$ cat config.mk
export PLATFORM = sky130hd
export DESIGN_NAME = alu_result_stage
export DESIGN_NICKNAME = d
export VERILOG_FILES = /design/src/rtl/alu_result_stage_pkg.sv /design/src/rtl/alu_cond_eval.sv /design/src/rtl/alu_result_stage.sv
export SDC_FILE = /design/constraint.sdc
export NUM_CORES = 1
export LEC_CHECK = 0
export ABC_AREA = 1
export CORE_ASPECT_RATIO = 0.8
export CORE_UTILIZATION = 54
export CTS_BUF_LIST = sky130_fd_sc_hd__clkbuf_8
export CTS_CLUSTER_SIZE = 14
export DETAILED_ROUTE_END_ITERATION = 10
export PLACE_DENSITY = 0.85
export SLEW_MARGIN = 10
export SYNTH_ARGS = -nofsm -noshare
export SYNTH_HDL_FRONTEND = slang
export SYNTH_SLANG_ARGS = --single-unit
$ cat constraint.sdc
create_clock -name clk -period 2.4 [get_ports clk]
set_input_delay 0.48 -clock clk [delete_from_list [all_inputs] [get_ports clk]]
set_output_delay 0.48 -clock clk [all_outputs]
set_load 0.02 [all_outputs]
$ cat src/rtl/alu_result_stage_pkg.sv
// Shared constants for the ALU result stage: branch condition codes, flag
// bit positions and ALU op codes.
package alu_result_stage_pkg;

    localparam int NFLAGS = 3;

    localparam int FLAG_Z = 0;
    localparam int FLAG_C = 1;
    localparam int FLAG_V = 2;

    typedef enum logic [2:0] {
        COND_NEVER  = 3'd0,
        COND_ALWAYS = 3'd1,
        COND_EQ     = 3'd2,
        COND_NE     = 3'd3,
        COND_CS     = 3'd4,
        COND_CC     = 3'd5,
        COND_VS     = 3'd6,
        COND_VC     = 3'd7
    } cond_e;

    typedef enum logic [2:0] {
        ALU_ADD = 3'd0,
        ALU_SUB = 3'd1,
        ALU_AND = 3'd2,
        ALU_OR  = 3'd3,
        ALU_XOR = 3'd4,
        ALU_SHL = 3'd5,
        ALU_SHR = 3'd6,
        ALU_PASS = 3'd7
    } alu_op_e;

endpackage

$ cat src/rtl/alu_cond_eval.sv
// Combinational branch resolution: condition code against {V,C,Z} flags.
module alu_cond_eval
    import alu_result_stage_pkg::*;
(
    input  logic [2:0]        cond_i,
    input  logic [NFLAGS-1:0] flags_i,
    output logic              take_o
);

    always_comb begin
        take_o = 1'b0;
        case (cond_e'(cond_i))
            COND_NEVER:  take_o = 1'b0;
            COND_ALWAYS: take_o = 1'b1;
            COND_EQ:     take_o =  flags_i[FLAG_Z];
            COND_NE:     take_o = ~flags_i[FLAG_Z];
            COND_CS:     take_o =  flags_i[FLAG_C];
            COND_CC:     take_o = ~flags_i[FLAG_C];
            COND_VS:     take_o =  flags_i[FLAG_V];
            COND_VC:     take_o = ~flags_i[FLAG_V];
            default:     take_o = 1'b0;
        endcase
    end

endmodule

$ cat src/rtl/alu_result_stage.sv
// Execute-to-writeback stage: flag register, branch resolution and a small
// result FIFO with registered head outputs toward writeback.
module alu_result_stage
    import alu_result_stage_pkg::*;
#(
    parameter int WIDTH = 16,
    parameter int RD_W  = 4,
    parameter int DEPTH = 2
) (
    input  logic              clk,
    input  logic              reset,
    input  logic              flush,
    input  logic              in_valid,
    output logic              in_ready,
    input  logic [WIDTH-1:0]  in_result,
    input  logic              in_zero,
    input  logic              in_co,
    input  logic              in_overflow,
    input  logic              in_flag_we,
    input  logic [2:0]        in_cond,
    input  logic [RD_W-1:0]   in_rd,
    output logic              out_valid,
    input  logic              out_ready,
    output logic [WIDTH-1:0]  out_result,
    output logic [RD_W-1:0]   out_rd,
    output logic              out_take,
    output logic [NFLAGS-1:0] flags
);

    localparam int PTR_W = $clog2(DEPTH);
    localparam int CNT_W = PTR_W + 1;

    logic [WIDTH-1:0]  mem_result_q [DEPTH];
    logic [RD_W-1:0]   mem_rd_q     [DEPTH];
    logic              mem_take_q   [DEPTH];

    logic [PTR_W-1:0]  head_q, head_d, tail_q, tail_d;
    logic [CNT_W-1:0]  count_q, count_d;
    logic              in_ready_q, in_ready_d;
    logic [NFLAGS-1:0] flags_q, flags_d;
    logic              out_valid_q, out_valid_d;
    logic [WIDTH-1:0]  out_result_q, out_result_d;
    logic [RD_W-1:0]   out_rd_q, out_rd_d;
    logic              out_take_q, out_take_d;

    logic              accept, pop, take;
    logic [NFLAGS-1:0] in_flags, eff_flags;

    assign in_flags  = {in_overflow, in_co, in_zero};
    assign eff_flags = in_flag_we ? in_flags : flags_q;

    alu_cond_eval u_cond (
        .cond_i  (in_cond),
        .flags_i (eff_flags),
        .take_o  (take)
    );

    always_comb begin
        accept       = in_valid & in_ready_q & ~flush;
        pop          = out_valid_q & out_ready & ~flush;
        head_d       = flush ? '0 : head_q + PTR_W'(pop);
        tail_d       = flush ? '0 : tail_q + PTR_W'(accept);
        count_d      = flush ? '0 : count_q + CNT_W'(accept) - CNT_W'(pop);
        in_ready_d   = count_d < CNT_W'(DEPTH);
        flags_d      = (accept & in_flag_we) ? in_flags : flags_q;
        out_valid_d  = count_d != '0;
        out_result_d = out_result_q;
        out_rd_d     = out_rd_q;
        out_take_d   = out_take_q;
        // Head output is preloaded from next-state; the incoming entry bypasses
        // storage when it lands directly at the new head.
        if (count_d != '0) begin
            if (accept && tail_q == head_d) begin
                out_result_d = in_result;
                out_rd_d     = in_rd;
                out_take_d   = take;
            end else begin
                out_result_d = mem_result_q[head_d];
                out_rd_d     = mem_rd_q[head_d];
                out_take_d   = mem_take_q[head_d];
            end
        end
    end

    always_ff @(posedge clk) begin
        if (accept) begin
            mem_result_q[tail_q] <= in_result;
            mem_rd_q[tail_q]     <= in_rd;
            mem_take_q[tail_q]   <= take;
        end
    end

    always_ff @(posedge clk) begin
        if (reset) begin
            head_q       <= '0;
            tail_q       <= '0;
            count_q      <= '0;
            in_ready_q   <= 1'b1;
            flags_q      <= '0;
            out_valid_q  <= 1'b0;
            out_result_q <= '0;
            out_rd_q     <= '0;
            out_take_q   <= 1'b0;
        end else begin
            head_q       <= head_d;
            tail_q       <= tail_d;
            count_q      <= count_d;
            in_ready_q   <= in_ready_d;
            flags_q      <= flags_d;
            out_valid_q  <= out_valid_d;
            out_result_q <= out_result_d;
            out_rd_q     <= out_rd_d;
            out_take_q   <= out_take_d;
        end
    end

    assign in_ready   = in_ready_q;
    assign flags      = flags_q;
    assign out_valid  = out_valid_q;
    assign out_result = out_result_q;
    assign out_rd     = out_rd_q;
    assign out_take   = out_take_q;

endmodule

==> metrics.md, run 1 <==
| Metric | Value |
|---|---|
| Die ar. | 0.006107 sq mm |
| Ys async rst share | 0% |
| Syn Nets | around 400 |
| Critical Path Max Stage Delay | between 0.4 and 0.5 ns |
| Fin crit period | between 2 and 2.5 ns |
| Number of synthesized flops with an enable pin | 42 |
| DRT iter0 DRCs | 204 |
| Congestion Overflow GR | 0 |
| CTS clk-pin slew, worst paths | about 0.080 ns |
| Max_slew headroom | between 50% and 60% |
| H-Tree Depth | 3 |
| Top Ports | 58 |
| Crit end category | flop |
| Fin util | 73.78% |
| Dpl ws | -0.08576 ns |
| Unrepaired setup endpoints after global routing | no |
| Final setup TNS | 0 ns |
| Area Overhead vs Synth | 30.22% |
| Starting density of the core | between 50% and 60% |
| Core ar. | about 0.0055 sq mm |
| Cell taking the most area after synthesis | edfxtp_1 |
| CTS tree | built |
| Antenna violations before repair | 0 |
| Final Max Tran Viols | 0 |
| Worst-Margin Slew | 0.7371 ns |
| Clock Latency Late Sink | 0.35 ns |
| Vias | 2572 |
| ANT cells | 0 |
| Crit Path Max Fanout | 26 |
| Worst EP arrival | ~2.4 ns |
| Die width | 87.13 um |
| Post-Syn Instances | around 360 |
| Layout cells sized above 1 | about 11% |
| Avg Synthesized Cell Area | slightly below 9 sq um |
| GRT Total Usage | 23.77% |
| Fin crit share | roughly 90% |
| CTS Hold Bufs | 0 |
| Drt total wl | between 6000 and 7000 um |
| Slowest cell on crit path | clkdlybuf4s50_1 |
| Largest cells by area after synthesis | edfxtp_1 (40%), dfxtp_1 (19%), nand2_1 (13%), nor2_1 (6.0%), nand3_1 (4.3%) |
| Worst setup SP type | primary input |
| Hold Path Class | reg2reg |
| Clock skew | 0.01042 ns |
| Post-synthesis instance area | between 0.003 and 0.004 sq mm |
| Seq cells post-synth | 72 |
| 1st-pass router iterations | 4 |
| Drt wl/cell | roughly 13 um |
| Pwr dens | 705.3 mW/mm^2 |
| Register area share after synthesis | between 50% and 60% |
| Synth warnings | 0 |
| Num CTS Buffers | 9 |
| Kind of critical path | in2reg |
| Pleak | between 0.0015 and 0.002 uW |
| First-pass GRT wire length | 11010 um |
| Vias/cell | roughly 5.1 |
| Final hold slack | between 0.4 and 0.5 ns |
| Die Y | approximately 70 um |
| Clock Root Buffer | clkbuf_8 |
| Peak supply drop | about 0.4 mV |
| Post CTS Setup Buffer Count | 0 |
| PnR worst setup slack | between 0.2 and 0.25 ns |
| Port Buf Inserts | 57 |
| Share of the synthesized area in the top cell type | 40.29% |
| Setup Viol. Count Final | 0 |
| Run status | complete, no violations |
| Count of cell types in the netlist | 24 |
| Placer Congestion | about 0.75 |
| Post-route ant nets | 0 |
| Number of global-route vias before repair | approximately 2500 |
| Clock tree buffer depth | 2 |
| Primary FF master, synth | edfxtp_1 |
| Crit-path cells | clkdlybuf4s50_1 -> nand2_1 -> nor2_1 -> ha_1 -> inv_1 -> ha_1 -> nand3_1 -> nand3_1 -> nand2_2 -> buf_12 -> o21ai_0 -> nor2_1 |
| Max cap viols | 0 |
| Worst EP required | approximately 2.6 ns |
| Sink Count | between 70 and 80 |
| Reg2reg path depth | 11 |
| Final Hold Fails | 0 |
| Layout Nets | 462 |
| Pin count of the biggest net entering global routing | 27 |
| Dpl cells | 493 |
| Cells on Worst Hold Path | 2 |
| Number of core rows | 24 |
| Fmax | 461.7 MHz |
| Residual DRC count | 0 |
| Post-CTS sizing | 0 |
| Non-Filler Instances | ~510 |
| DPL Wire Length | between 4000 and 5000 um |
-- worst paths after layout --
path         slack (ns)       endpoint       from
max                0.23  out_result[4]  out_ready
min                0.47      out_rd[2]  out_rd[2]
max reg2reg        0.45  out_result[4]  out_valid
min reg2reg        0.47      out_rd[2]  out_rd[2]
-- report_power, final --
part | total (uW) | leakage (uW) | internal (uW) | switching, uW
clock network | 1090 | 0.000117 | 640 | 445
logic | 396 | 0.000980 | 179 | 217
registers | 1390 | 0.000631 | 1370 | 27.1
-- through the flow --
step                      total power, uW  cell area, sq um
after floorplan                      1625              3131
after CTS                            2880              4076
after global placement               1799              3845
final                                2875              4076
after global routing                 2978              4076
after detailed placement             1812              3845
-- area by class of cell --
cell class	instances	area, sq um
repair buffers	70	680.7
flip-flops and latches	72	1862
clock inverters	5	80.08
well taps	78	97.59
fillers	421	1449
clock buffers	11	151.4
inverters	36	137.6
multi-input cells	237	1067
-- sequential cells by signal (all words and copies together) (netlist names) --
name          flops
out_result       16
out_take          1
mem_result_q     32
count_q           2
tail_q            1
flags             3
mem_rd_q          8
mem_take_q        2
head_q            1
out_valid         1
in_ready          1
out_rd            4
-- cells in the final DEF (no fill, tap or decap), types with 2 or more instances in the layout --
cell	n
nand2_2	4
ha_1	4
nor2_1	50
inv_2	2
clkdlybuf4s50_1	57
nand3_2	2
inv_1	34
nand2_1	106
or2_2	7
clkbuf_8	11
dfxtp_1	30
nand3_1	27
edfxtp_1	42
buf_4	12
bufinv_16	2
o21ai_0	27
a21oi_1	4
-- critical path: cells and delay by family --
| kind | cells | cell delay, ns |
|---|---|---|
| adder cells (fa/ha/maj) | 2 | 0.40 |
| AND/OR/NAND/NOR | 6 | 0.58 |
| AO/OA/AOI/OAI | 1 | 0.23 |
| buffers and inverters | 3 | 0.70 |
-- layer usage --
metal	vias to the layer above	global-route usage (%)	routed length, um
met5	-	0	0
met3	10	6.028	407
met2	82	39.28	3244
li1	1279	-	-
met4	0	9.472	82
met1	1201	29.89	2906
-- cells by family after synthesis --
| group | synth area share (%) |
|---|---|
| AO/OA/AOI/OAI | 5.116 |
| adder cells (fa/ha/maj) | 1.599 |
| buffers and inverters | 6.435 |
| flip-flops | 59.47 |
| AND/OR/NAND/NOR | 27.38 |
-- cells in the mapped netlist (2+ instances only) --
master and count:
a21oi_1 4, buf_2 3, buf_6 2, clkbuf_1 5, dfxtp_1 30, edfxtp_1 42
ha_1 4, inv_1 33, inv_2 2, nand2_1 106, nand2_2 4, nand3_1 27
nand3_2 2, nor2_1 50, o21ai_0 27, or2_2 7
Note: power is estimated with default switching activity, not from simulation.
==> inputs of run 2 (changes only) <==
SKIP_LAST_GASP = 1   (was unset)
==> results of run 2 <==
Same layout as run 1: the final DEF is identical, and so are final timing and power.
==> inputs of run 3 (changes only) <==
SLEW_MARGIN = unset   (was 10)
==> results of run 3 <==
Same layout as run 1: the final DEF is identical, and so are final timing and power.
